===== config.mk =====
export PLATFORM = sky130hd
export DESIGN_NAME = octal_entry
export DESIGN_NICKNAME = d
export VERILOG_FILES = /design/src/rtl/octal_entry.sv
export SDC_FILE = /design/constraint.sdc
export NUM_CORES = 1
export LEC_CHECK = 0
export CORE_ASPECT_RATIO = 0.9
export CORE_MARGIN = 5
export CORE_UTILIZATION = 47
export DETAILED_ROUTE_END_ITERATION = 16
export GPL_TIMING_DRIVEN = 0
export PLACE_DENSITY = 0.78
export SLEW_MARGIN = 20
export SYNTH_ARGS = -nofsm -noshare
export SYNTH_HDL_FRONTEND = slang
export SYNTH_SLANG_ARGS = --single-unit

===== constraint.sdc =====
create_clock -name CLK -period 2.4 [get_ports CLK]
set_input_delay 0.24 -clock CLK [delete_from_list [all_inputs] [get_ports CLK]]
set_output_delay 0.24 -clock CLK [all_outputs]
set_load 0.03 [all_outputs]

===== src/rtl/octal_entry.sv =====
// Octal operand entry for the RPN ALU: debounced push-buttons assemble an 8-bit
// value three bits at a time and offer it to the stack via VALID/ACK.
module octal_entry #(
  parameter int DEB_CYCLES = 4
) (
  input  logic       CLK,
  input  logic       RST_N,
  input  logic [2:0] DIGIT_SW,
  input  logic       KEY_DIGIT,
  input  logic       KEY_CLEAR,
  input  logic       KEY_ENTER,
  input  logic       ACK,
  output logic [7:0] OPERAND,
  output logic [1:0] DIGIT_CNT,
  output logic       VALID,
  output logic       OVF
);

  localparam int CW = (DEB_CYCLES > 1) ? $clog2(DEB_CYCLES) : 1;
  localparam logic [CW-1:0] CNT_LAST = CW'(DEB_CYCLES - 1);

  localparam logic ENTRY = 1'b0;
  localparam logic HOLD  = 1'b1;

  // Key lanes: bit 0 = DIGIT, bit 1 = CLEAR, bit 2 = ENTER.
  logic [2:0]    key_raw;
  logic [2:0]    key_s1;
  logic [2:0]    key_s2;
  logic [2:0]    deb;
  logic [2:0]    deb_d;
  logic [2:0]    evt;
  logic [CW-1:0] cnt [3];
  logic [2:0]    sw_s1;
  logic [2:0]    sw_s2;
  logic          state;

  assign key_raw = {KEY_ENTER, KEY_CLEAR, KEY_DIGIT};

  always_ff @(posedge CLK) begin
    if (!RST_N) begin
      key_s1 <= '1;
      key_s2 <= '1;
      deb    <= '1;
      deb_d  <= '1;
      evt    <= '0;
      sw_s1  <= '0;
      sw_s2  <= '0;
      for (int unsigned i = 0; i < 3; i++) cnt[i] <= '0;
    end else begin
      key_s1 <= key_raw;
      key_s2 <= key_s1;
      sw_s1  <= DIGIT_SW;
      sw_s2  <= sw_s1;
      deb_d  <= deb;
      // Registered falling edge of the debounced level; lands one edge after the flip.
      evt    <= deb_d & ~deb;
      for (int unsigned i = 0; i < 3; i++) begin
        if (key_s2[i] == deb[i]) begin
          cnt[i] <= '0;
        end else if (cnt[i] == CNT_LAST) begin
          deb[i] <= key_s2[i];
          cnt[i] <= '0;
        end else begin
          cnt[i] <= cnt[i] + CW'(1);
        end
      end
    end
  end

  always_ff @(posedge CLK) begin
    if (!RST_N) begin
      state     <= ENTRY;
      OPERAND   <= '0;
      DIGIT_CNT <= '0;
      OVF       <= 1'b0;
    end else begin
      case (state)
        ENTRY: begin
          if (evt[1]) begin
            OPERAND   <= '0;
            DIGIT_CNT <= '0;
            OVF       <= 1'b0;
          end else if (evt[2]) begin
            if (DIGIT_CNT != 2'd0) state <= HOLD;
          end else if (evt[0]) begin
            if (DIGIT_CNT != 2'd3 && OPERAND[7:5] == 3'd0) begin
              OPERAND   <= {OPERAND[4:0], sw_s2};
              DIGIT_CNT <= DIGIT_CNT + 2'd1;
            end else begin
              OVF <= 1'b1;
            end
          end
        end
        HOLD: begin
          if (evt[1] || ACK) begin
            state     <= ENTRY;
            OPERAND   <= '0;
            DIGIT_CNT <= '0;
            OVF       <= 1'b0;
          end
        end
        default: state <= ENTRY;
      endcase
    end
  end

  assign VALID = state;

endmodule


# == Yosys cells after proc, flatten, opt, wreduce, memory -nomap -nowiden ==
# Memory sizes are Yosys's and may differ from the RTL's.
# Cells that the tools add are included.
# W data, S select, Z words.
# classes
mux,66
n_reduce_logical,9
eq_ne,12
bitwise_logic,15
n_addsub,4
# ops
operator,n
$mux W1,43
$mux W8,5
$mux W2,14
$pmux W8 S2,1
$ne A3 B3 Y1 const B,4
$or A1 B1 Y1,9
$add A2 B1 Y2 const B,4
$reduce_and A4 Y1,2
$eq A2 B2 Y1 const B,3
$reduce_and A2 Y1,3
$not A1 Y1,4
$pmux W1 S2,2
$pmux W2 S2,1
$and A3 B3 Y3,1
$eq A1 B1 Y1,3
$logic_not A3 Y1,1
$not A3 Y3,1
$ne A2 B1 Y1 const B,1
$ne A2 B2 Y1 const B,1
$reduce_bool A2 Y1,1
$logic_and A1 B1 Y1,1
$logic_or A1 B1 Y1,1
# word_totals
mem_bits_rw,6
wordCells,120
mem_count,1
register_bits,33
out_inout_bits,12
input_bits,9
# memory_table
name,depth,width,rd,rd_clocked_by_memory_dff,wr,line,source
cnt,3,2,3,0,3,32,logic [CW-1:0] cnt [3];

# == Logic depth before layout (Yosys ltp) ==
# depth
word_depth,7
mapped_depth,5
mapped_depth_nobuf,5

# == Least setup slack after synthesis ==
# No wires, ideal clock.
# synth_timing
path_kind,reg-to-reg
startpoint,register DIGIT_CNT[0]
endpoint,register OPERAND[3]
setup_slack_ns,0.733
path_buffers,1
arrival_time_ns,1.595
stages_incl_launch_ff,6
required_ns,2.328
path_cell_list,dfxtp_1 ha_1 or4_4 a22oi_2 buf_6 mux2i_1
# synth_via
elab_chain_len,4
# synth_lines
element,line,source
"start, declared",14,"output logic [1:0] DIGIT_CNT,"
"start signal, assigned",88,DIGIT_CNT <= DIGIT_CNT + 2'd1;
$ne A2 B2 Y1,86,if (DIGIT_CNT != 2'd3 && OPERAND[7:5] == 3'd0) begin
$logic_and A1 B1 Y1,86,
$ne A3 B3 Y1 (no line),--,
$reduce_and A4 Y1 (no line),--,
"end signal, assigned",87,"OPERAND <= {OPERAND[4:0], sw_s2};"
"end, declared",13,"output logic [7:0] OPERAND,"
# No other way between the ends.
# A chain may end at the register's enable or synchronous reset.

# == Worst setup path in the final report ==
# layout_timing
startpoint,"register state, in the netlist VALID"
endpoint,output VALID
# layout_rtl
element,line,source
"start, declared",35,logic state;
"start signal, assigned",72,state <= ENTRY;
"start signal, assigned",84,if (DIGIT_CNT != 2'd0) state <= HOLD;
"start signal, assigned",96,state <= ENTRY;
"end, declared",15,"output logic VALID,"
# No word-level cell between the ends.

==> flow_summary.json <==
{
  "wirelength_mm": 2.43,
  "route.met2.wl_mm": 1.18,
  "fmax_ghz": 0.589,
  "start_util_pct": 48.4,
  "timing.rr.end": "OPERAND[3]",
  "hold_ws_ns": 0.247,
  "core.rowCount": 19,
  "drcViolationCount": 0,
  "worstPathRequired_ns": 2.16,
  "hold_buffers": 0,
  "p_total_mw": 1.05,
  "max_stage_delay_ns": 0.70,
  "arrival_ns": 1.46,
  "cts_root_buf": "clkbuf_4",
  "skew_ns": 0.00316,
  "yosys_warnings": 0,
  "rrSetupSlack_ns": 0.75,
  "areaGrowthSynthToFinish_pct": 21.3,
  "route.met3.wl_um": 151,
  "io_pins": 21,
  "antenna_found_initial": 0,
  "synth_most_common_cell": "dfxtp_1",
  "postSynthAreaPerCell_sq_um": 11.1,
  "num-nets-final": 177,
  "cts.clk_slew.worst_paths_ns": 0.10,
  "syn-cell-area_sq_um": 1460,
  "cp-end-kind": "primary output",
  "synthTopCellsByArea": "dfxtp_1, edfxtp_1, mux2i_1, ha_1, nand2b_1",
  "multi_input_area_sq_um": 587,
  "synth-main-ff-cell": "dfxtp_1",
  "rsz0062_at_grt": "false",
  "routed_via_density": 4.69,
  "min_to": "deb_d[0]",
  "die_area_sq_um": 4330,
  "cts_repair_resize_count": 0,
  "grt_first_pass_wirelength_mm": 4.27,
  "place_ws_ns": 0.759,
  "cts_max_level": 2,
  "ys_ff_latch": 39,
  "finalSetupViolCount": 0,
  "core_sq_um": 3020,
  "setup_tns_ns": 0,
  "async_reset_ff_share_pct": 0,
  "finalMaxSlewViolations": 0,
  "postCtsSetupRepairBufs": 0,
  "wl_per_cell_um": 11.8,
  "cts_buffer_depth": 2,
  "period_needed_ns": 1.70,
  "setup_slack_ns": 0.702,
  "vias": 966,
  "cts_tree": "yes",
  "hold_class": "in -> reg",
  "ant_nets": 0,
  "synthTopCellsByCount": "dfxtp_1, nand2_1, mux2i_1",
  "hold_viol": 0,
  "ys_types": 24,
  "whs_path_depth": 2,
  "cts.sinks": 39,
  "r2r_cells": 5,
  "n_antenna_cell": 0,
  "dp_hpwl_mm": 1.74,
  "grtUsageTotal_pct": 13.5,
  "first_pass_iters": 4,
  "grt_pass1_vias": 938,
  "met1_length_mm": 1.04,
  "grt_max_degree": 12,
  "crit_chain": "clkdlybuf4s50_1",
  "hold_path.startpoint": "RST_N",
  "die_h_um": 62.9,
  "yosysTopAreaCellShare_pct": 45.2,
  "die-width_um": 68.8,
  "drt_iter0_drc": 45,
  "yosys.area.top_type": "dfxtp_1",
  "clock_latency_ns": 0.34,
  "cts_buffers": 5,
  "r2r_start": "DIGIT_CNT[0]",
  "io_buffers": 19,
  "min_period_over_period_pct": 70.8,
  "fillers": 270,
  "synth_edf_count": 6,
  "crit_family": "buffers and inverters",
  "register_area_sq_um": 841,
  "top_layer": "met4",
  "ys_seq_area_share_pct": 57.5,
  "path_max_fanout": 7,
  "routabilityCongestion": 0.739,
  "status": "finished, final reports clean",
  "crit_slowest_cell": "clkdlybuf4s50_1",
  "start_kind": "register",
  "crit_type": "reg -> out",
  "gr-total-overflow": 0,
  "postSynthCellCount": 132,
  "crit_buf_inv": 1,
  "maxCapViolCount": 0,
  "drive_gt1_share_pct": 5.49,
  "p_per_area_nw_per_um2": 592,
  "power_leakage_nw": 0.671,
  "vdd_drop_max_uv": 296
}
==> per-stage QoR <==
step / std cells / instance area (sq um) / utilization (%)
final: 206 / 1770 / 58.7
after global placement: 198 / 1720 / 57.1
after CTS: 206 / 1770 / 58.7
after floorplan: 137 / 1480 / -
after detailed placement: 198 / 1720 / 57.1
after global routing: 206 / 1770 / 58.7
==> layout by cell type (no fill, tap or decap), drive strengths merged, types with 5 or more instances in the layout <==
master,instances
and2,6
clkbuf,13
clkdlybuf4s50,19
conb,6
dfxtp,33
edfxtp,6
ha,5
inv,5
mux2i,13
nand2,14
nand2b,9
nand3,10
nor2,5
==> logic make-up after synthesis <==
| family | Yosys count | synth area share, % |
|---|---|---|
| and+or+nand+nor | 55 | 21.6 |
| adders and majority gates | 5 | 4.28 |
| DFF | 39 | 57.5 |
| buffers and inverters | 12 | 3.60 |
| xor gates and xnor gates | 3 | 1.80 |
| muxes | 13 | 8.90 |
| AOI/OAI and AO/OA | 4 | 2.05 |
| other | 1 | 0.257 |
==> state kept, by name, summed over array words and instances, names as in the netlist <==
register	count
cnt	6
deb	3
key_s2	3
VALID	1
evt	3
sw_s1	3
OPERAND	8
DIGIT_CNT	2
sw_s2	3
deb_d	3
OVF	1
key_s1	3
==> layout make-up <==
| class | instances | share of cell area [%] |
|---|---|---|
| Timing Repair Buffer | 19 | 10.7 |
| Inverter | 5 | 1.06 |
| Multi-Input combinational cell | 86 | 33.1 |
| Clock inverter | 1 | 0.282 |
| Tap cell | 42 | 2.96 |
| Sequential cell | 39 | 47.4 |
| Clock buffer | 7 | 2.54 |
| Buffer | 7 | 1.91 |
==> layer usage <==
layer / GRT usage (%) / vias up
li1: - / 497
met5: 0 / -
met2: 21.5 / 22
met4: 5.84 / 0
met1: 15.3 / 441
met3: 5.94 / 6
==> worst max-delay path by stage <==
stage               cells after the start          to         start
detailed placement                      5  OPERAND[6]  DIGIT_CNT[0]
floorplan                               5  OPERAND[3]  DIGIT_CNT[0]
finish                                  1       VALID         VALID
CTS                                     1       VALID         VALID
global route                            1       VALID         VALID
global placement                        5  OPERAND[1]  DIGIT_CNT[0]
==> report_power, final <==
| group | switching [mW] | internal (mW) |
|---|---|---|
| Sequential | 0.00589 | 0.678 |
| Combinational | 0.0254 | 0.0281 |
| Clock | 0.197 | 0.114 |
| Total | 0.229 | 0.821 |
Note: power is estimated with default switching activity, not from simulation.
==> patch, RTL diff (same flow settings) <==
`DEB_CYCLES`: 4 -> 8.
--- a/src/rtl/octal_entry.sv
+++ b/src/rtl/octal_entry.sv
@@ -2,5 +2,5 @@
 // value three bits at a time and offer it to the stack via VALID/ACK.
 module octal_entry #(
-  parameter int DEB_CYCLES = 4
+  parameter int DEB_CYCLES = 8
 ) (
   input  logic       CLK,
Behaviour: not the same (a bounded check fails within 10 cycles, from zero or initial values and one cycle with RST_N low).
==> patch against the unedited design <==
- via count up 10%
- count of clock-buffer cells in the layout down 1
- critical path depth unchanged
- routed wire length up 6.6%
- area after synthesis up 10%
- die area up 8.8%
- sequential cell count up 3
- final area up 12%
- sequential share of layout area down 0.42 points
- power up 16%
- worst setup slack better by 47 ps
- critical path type unchanged
==> patch: results (changes against the unedited design) <==
- GRT Util Overall: 0.1225 (-0.01233)
- Worst-case hold slack: 404.2 ps (+156.9 ps)
- Clock-pin transition on the worst setup and hold timing paths: 70 ps (-30 ps)
- Global placement routability congestion: 0.7082 (-4.2%)
- Cell types occupying the most area after synthesis: dfxtp_1 41%, edfxtp_1 17%, mux2i_1 8.1%
- Met2 GRT Util: 0.2156 (+0.001055)
- Share of post-route cells with drive strength above 1: 0.06111 (+0.006233)
- Arr. time, crit path: 1410 ps (-50 ps)
- Total length of routed met2 wires: 1285 um (+9.0%)
- Worst-case vdd ir drop: 0.4916 mV (+66%)
- Placement-stage worst setup slack: 786.4 ps (+27.48 ps)
- Min-delay worst type: flop to flop
- Adder-Cell Fraction of Synth Area: 0.06202 (+0.01921)
- Slack of the worst reg-to-reg path: 760 ps
- Number of enable flip-flop cells after synthesis: 9 (+3)
- Mapped Cells: 144 (+9.1%)
- Final setup skew: 4.697 ps (+1.536 ps)
- Cell family contributing the most delay on the critical path: buffers and inverters
- Post-Synth XOR/XNOR Area: 0.01628 (-0.001700)
- Result of the run: finished clean
- Wire per inst: 11.54 um (-2.0%)
- Reg2reg path depth: 5 (unchanged)
- Met1 track demand over resource in global routing: 0.1255 (-0.02767)
- Net count of the finished layout: 196 (+11%)
- Hold endpoint: key_s2[2]
- Met3 WL: 155 um (+2.6%)
- Peak fanout along the critical path: 7 (unchanged)
- I/O Buffers: 20 (+1)
- Maximum cell stage delay along the critical path: 700 ps (about the same)
- Complex-gate fraction of the synthesized area: 0.01860 (-0.001943)
- Portion of the post-synthesis area used by sequential elements: 0.5767 (+0.001402)
- Reg-to-reg endpoint: OPERAND[0]
- Pleak: 0.7734 nW (+15%)
- First DRT Iteration DRCs: 31 (-31%)
- Cell area reported after detailed placement: 0.001899 sq mm (+10%)
- First-pass GRT wire length: 4395 um (+2.9%)
- Hold Startpoint: key_s1[2]
- Beginning of the critical path: VALID
- Total half-perimeter wirelength after legalization and detailed placement: 1884 um (+8.3%)
- Synth unique cells: 22 (-8.3%)
- Switching power as a share of total power: 0.2060 (-0.01189)
- Number of non-filler instances in the completed layout: 224 (+8.7%)
- Clock root buffer master: clkbuf_8
- Count of filler cells inserted in the layout: 313 (+16%)
- DR vias/cell: 4.750 (+1.3%)
- Total routed wire length on the met1 layer: 1087 um (+4.2%)
- PnR worst setup slack: 749.0 ps (+47.26 ps)
- Met3 global-route usage: 0.05199 (-0.007365)
- Post-synthesis mux area share: 0.08062 (-0.008421)
- Largest registers ranked by flip-flop count: cnt: 9 flops, OPERAND: 8 flops
- Largest net degree at the start of global routing: 13 (+1)
- Worst Hold Depth: 1 (-1)
[patch: cell families after synthesis]
group / after synthesis
other: 1
buffers and inverters: 11
DFF: 42
adders and majority gates: 8
AOI/OAI and AO/OA: 4
and+or+nand+nor: 62
muxes: 13
xor gates and xnor gates: 3
[patch: cell type report]
class / count / area [sq um] / share of cell area
inverters: 5 / 18.77 / 0.009476
well taps: 44 / 55.05 / 0.02780
flip-flops and latches: 42 / 930.9 / 0.4700
plain buffers: 6 / 30.03 / 0.01516
clock inverters: 2 / 8.758 / 0.004422
multi-input cells: 99 / 664.4 / 0.3354
clock buffers: 6 / 72.57 / 0.03664
repair buffers: 20 / 200.2 / 0.1011
[patch: power by group through the flow]
stage / sequential (mW) / combinational [mW] / clock [mW]
global route: 0.744 / 0.0567 / 0.460
finish: 0.743 / 0.0495 / 0.420
floorplan: 0.758 / 0.0280 / 0
detailed placement: 0.760 / 0.0492 / 0
global placement: 0.758 / 0.0478 / 0
CTS: 0.743 / 0.0500 / 0.436
